[config.mk]
export PLATFORM = sky130hd
export DESIGN_NAME = instr_issue_unit
export DESIGN_NICKNAME = d
export VERILOG_FILES = /design/src/rtl/instr_issue_unit.sv
export SDC_FILE = /design/constraint.sdc
export NUM_CORES = 1
export LEC_CHECK = 0
export BUFFER_PORTS_ARGS = -buffer_cell sky130_fd_sc_hd__buf_2
export CORE_ASPECT_RATIO = 1.2
export CORE_UTILIZATION = 40
export DETAILED_ROUTE_END_ITERATION = 10
export MAX_ROUTING_LAYER = met4
export PLACE_DENSITY = 0.61
export REMOVE_ABC_BUFFERS = 1
export SYNTH_ARGS = -nofsm -noshare
export SYNTH_HDL_FRONTEND = slang
export SYNTH_SLANG_ARGS = --single-unit
[constraint.sdc]
create_clock -name clk -period 11.2 [get_ports clk]
set_clock_uncertainty 0.2 [all_clocks]
set_input_delay 2.24 -clock clk [delete_from_list [all_inputs] [get_ports clk]]
set_output_delay 2.24 -clock clk [all_outputs]
set_load 0.02 [all_outputs]
[src/rtl/instr_issue_unit.sv]
// instr_issue_unit: upstream issue stage for the CU.
//
// Holds a DEPTH-slot program of 19-bit words, each {opcode[2:0], op1[7:0], op2[7:0]}.
// After start, the words are issued in order over a valid/ready handshake.
// Every output comes from a register. instr_valid never depends combinationally on
// instr_ready.
//
// Ports:
//   clk, rst                  clock; asynchronous active-high reset
//   load_en/load_addr/load_data  write one program slot (accepted in IDLE only)
//   prog_len                  words to issue (0..DEPTH; larger values saturate), sampled on start
//   start                     begin issuing from slot 0 (ignored while load_en=1)
//   halt_req                  abort the running program without a done pulse
//   instr_out/instr_valid/instr_ready  word handshake toward the CU
//   pc                        slot index of the word on instr_out
//   busy                      high while issuing
//   done                      one-cycle pulse after the last accepted word, or for prog_len=0
module instr_issue_unit #(
    parameter int DEPTH = 16,
    parameter int AW    = 4
) (
    input  logic          clk,
    input  logic          rst,
    input  logic          load_en,
    input  logic [AW-1:0] load_addr,
    input  logic [18:0]   load_data,
    input  logic [AW:0]   prog_len,
    input  logic          start,
    input  logic          halt_req,
    output logic [18:0]   instr_out,
    output logic          instr_valid,
    input  logic          instr_ready,
    output logic [AW-1:0] pc,
    output logic          busy,
    output logic          done
);

    typedef enum logic [1:0] {IDLE, ISSUE, DONE} state_t;

    localparam logic [AW:0] DEPTH_W = (AW+1)'(DEPTH);

    state_t      state, state_n;
    logic [18:0] slots [DEPTH];
    logic [AW:0] len;
    logic [AW:0] len_sat;
    logic        hs, last, accept_start;

    assign len_sat      = (prog_len > DEPTH_W) ? DEPTH_W : prog_len;
    assign hs           = (state == ISSUE) && instr_valid && instr_ready;
    // len is at least 1 whenever this is used (ISSUE is only entered with len > 0).
    assign last         = ({1'b0, pc} == (len - 1'b1));
    assign accept_start = (state == IDLE) && start && !load_en;

    always_comb begin
        state_n = state;
        case (state)
            IDLE:    if (accept_start) state_n = (len_sat == '0) ? DONE : ISSUE;
            ISSUE: begin
                // halt wins over completion, so a halted last word produces no done pulse.
                if (halt_req)        state_n = IDLE;
                else if (hs && last) state_n = DONE;
            end
            DONE:    state_n = IDLE;
            default: state_n = IDLE;
        endcase
    end

    always_ff @(posedge clk or posedge rst) begin
        if (rst) state <= IDLE;
        else     state <= state_n;
    end

    always_ff @(posedge clk or posedge rst) begin
        if (rst) begin
            for (int i = 0; i < DEPTH; i++) slots[i] <= '0;
            len         <= '0;
            instr_out   <= '0;
            instr_valid <= 1'b0;
            pc          <= '0;
            busy        <= 1'b0;
            done        <= 1'b0;
        end else begin
            // The done flag is high exactly while the FSM sits in DONE.
            done <= (state_n == DONE);
            case (state)
                IDLE: begin
                    if (load_en) begin
                        slots[load_addr] <= load_data;
                    end else if (start) begin
                        len <= len_sat;
                        if (len_sat != '0) begin
                            pc          <= '0;
                            instr_out   <= slots[0];
                            instr_valid <= 1'b1;
                            busy        <= 1'b1;
                        end
                    end
                end
                ISSUE: begin
                    if (halt_req || (hs && last)) begin
                        // pc and instr_out keep their last values; only valid qualifies them.
                        instr_valid <= 1'b0;
                        busy        <= 1'b0;
                    end else if (hs) begin
                        // Fetch the next word on the accepting edge, so there is no bubble.
                        pc        <= pc + 1'b1;
                        instr_out <= slots[pc + 1'b1];
                    end
                end
                default: ;
            endcase
        end
    end

endmodule

==> flow_metrics.py <==
metrics = {
    "global_route": {
        "overflow": 0,
        "grt_pass1_vias": 9177,
        "antenna_found_initial": 0,
        "grt_pass1_wl_um": 56790,
        "grt_max_degree": 148,
        "grt.total_usage_pct": 19.73,
    },
    "placed_design": {
        "dpl.hpwl_um": 20620,
        "place_area_sq_um": 16130,
        "placed_cells": 1477,
        "place.gp.congestion": 0.7466,
        "place_ws_ns": 6.126,
        "port_buffers": 59,
    },
    "synth": {
        "ys_seq_area_share_pct": 54.68,
        "yosys_warnings": 0,
        "yosys.area.top_type_share_pct": 54.68,
        "synth_area_leaders": "dfrtp_1, mux2_2, mux4_2, mux2i_1, o32ai_1",
        "avgSynthCellArea_sq_um": 15.55,
        "synth_most_common_cell": "dfrtp_1",
        "synth_edf_count": 0,
        "synthFlopType": "dfrtp_1",
        "synth_common_cells": "dfrtp_1, mux2_2, mux4_2",
        "synth_cell_types": 45,
        "synthesis.area_sq_um": 15380,
        "ys_ff_latch": 336,
        "syn_inst": 989,
        "synth_async_sr_flop_share_pct": 100.0,
        "synth_top_area_cell": "dfrtp_1",
    },
    "worst_setup_path": {
        "crit_cells": 7,
        "crit_path_start_kind": "input pin",
        "critical_path.cell_chain": "buf_2, or4b_1, a21oi_1, a21o_1, and3_1, buf_4, mux2_2",
        "cp_slowest_cell": "or4b_1",
        "rr_worst_depth": 8,
        "cpPeakStageDelay_ns": 0.64,
        "required_ns": 11.40,
        "setup.worst_path.end_class": "flop",
        "critPathKind": "in2reg",
        "cp_top_family": "simple AND/OR/NAND/NOR gates",
        "crit_path_max_fanout": 15,
        "worst-path-buf-inv": 2,
        "worstPathArrival_ns": 4.65,
    },
    "pwr": {
        "switchingPower_mw": 1.093,
        "intPower_mw": 2.834,
        "power_leakage_nw": 7.586,
        "ir_worst_vdd_mv": 0.1020,
        "power_frac_clock_pct": 30.7,
        "seqPwrFrac_pct": 43.7,
        "combPwrFrac_pct": 25.6,
        "sw_frac_of_total_pct": 27.82,
        "power.density_nw_per_um2": 226.4,
    },
    "cells_and_area": {
        "drive_gt1_share_pct": 53.11,
        "stdcell_area_sq_um": 17340,
        "num-nets-final": 1071,
        "antenna_cells": 0,
        "layoutNonFillerInstCount": 1540,
        "utilization_pct": 45.80,
        "syn_to_final_growth_pct": 12.78,
    },
    "min_path": {
        "hold_depth": 1,
        "holdCritPathClass": "reg2reg",
    },
    "sta": {
        "fmax_mhz": 225.0,
        "finalSetupViolCount": 0,
        "fin_crit_ns": 4.444,
        "fin_crit_sh_pct": 39.68,
        "max_slew_margin_pct": 20.50,
        "fin_hold_ws_ns": 0.2970,
        "hold_viol": 0,
        "tightest_slew_ns": 1.190,
        "finalWorstSetupSlack_ns": 6.756,
        "slew_viol_final": 0,
        "rsz0062_at_grt": "no",
    },
    "detailed_routing": {
        "dr.first_iter.drc_count": 487,
        "drc": 0,
        "drt_pass1_iterations": 6,
        "wirelength_um": 36210,
        "viasPerCell": 5.677,
        "drt.antenna.violating_nets": 0,
        "wl_per_cell_um": 23.51,
        "num_vias": 8742,
    },
    "floorplan": {
        "coreArea_sq_um": 37870,
        "row_count": 78,
        "die_area_sq_um": 39230,
        "die_width_um": 181.0,
        "dieHeight_um": 216.8,
        "ios": 60,
        "start_util_pct": 40.61,
    },
    "clock_network": {
        "numCtsBuffers": 36,
        "numClockSinks": 336,
        "cts-htree-levels": 2,
        "post_cts_buffers": 0,
        "insertion_delay_ns": 0.52,
        "hold_buffers": 0,
        "clk_pin_slew_worst_paths_ns": 0.06,
        "ctsResizeCount": 0,
        "cts_tree": "done",
        "clk_path_buf_depth": 3,
        "cts_root_buf": "clkbuf_16",
    },
    "run_status": {
        "outcome": "completed",
    },
    "run": {
        "drv_cap": 0,
    },
}
-- through the flow --
step | power, mW | setup TNS [ns]
final | 3.927 | 0
after global routing | 4.129 | 0
after CTS | 3.979 | 0
after detailed placement | 2.756 | 0
after global placement | 2.724 | 0
after floorplan | 2.480 | -184.77
-- cells in the final DEF (no fill, tap or decap), drive strengths merged, types with 3 or more instances in the layout --
master  netlist  final
mux2i        21     21
mux2        324    324
clkinv        0     10
and2          3      3
a211oi       19     19
nand3         4      4
bufinv        0      3
o32ai        19     19
nor2         13     13
nand2        17     17
xnor2         5      5
o21ai         7      7
inv           8      8
clkbuf       38     49
nor2b         4      4
nand2b        7      7
nor3         23     23
dfrtp       336    336
buf          38     84
mux4         76     76
-- power by group through the flow --
stage	registers (mW)	logic, mW	clock network (mW)
2_1_floorplan	1.75	0.727	0
3_3_place_gp	1.72	1.00	0
3_5_place_dp	1.73	1.02	0
4_1_cts	1.71	1.03	1.24
5_1_grt	1.76	1.09	1.28
6_report	1.71	1.01	1.21
-- area by class of cell --
type	count	area, sq um
tap	480	600.6
sequential	336	8412
inverter	8	37.54
fill	3353	20520
multi-input combinational	569	6600
clock buffer	49	1061
timing repair buffer	84	483.0
clock inverter	14	147.6
-- sequential cells by signal, indices dropped and copies added (netlist names) --
name       count
done           1
len            5
state          2
busy           1
instr_out     19
slots        304
pc             4
-- final timing paths --
path                            start             to  slack [ns]
max                           load_en  instr_out[14]        6.76
min                        slots[276]     slots[276]        0.30
max reg2reg                     pc[0]  instr_out[17]        7.22
min reg2reg                slots[276]     slots[276]        0.30
max in group asynchronous         rst     slots[174]        6.80
min in group asynchronous         rst     slots[121]        1.77
-- layer usage --
metal  GRT usage (%)  routed length [um]  up-vias
li1                -                   -     3797
met1           26.32               16480     4736
met2           30.86               17320      164
met3           3.916                1641       45
met4           5.395                 768        0
met5               -                   0        -
-- worst register-to-register path, delay by kind of cell (launching register included) --
kind                     cells  cell delay [ns]
adder cells (fa/ha/maj)      1             0.29
buffers and inverters        3             1.55
AO/OA/AOI/OAI                1             0.15
flip-flops                   1             0.59
multiplexers                 3             1.10
-- logic make-up after synthesis --
group	count (synthesis)	synth area share [%]
simple gates	83	3.190
flops	336	54.68
mux	421	36.23
fa+ha+maj	2	0.1627
compound gates	56	2.750
xor+xnor	7	0.3987
buf+inv	84	2.588
No activity file was read; power rests on OpenSTA's default activity.
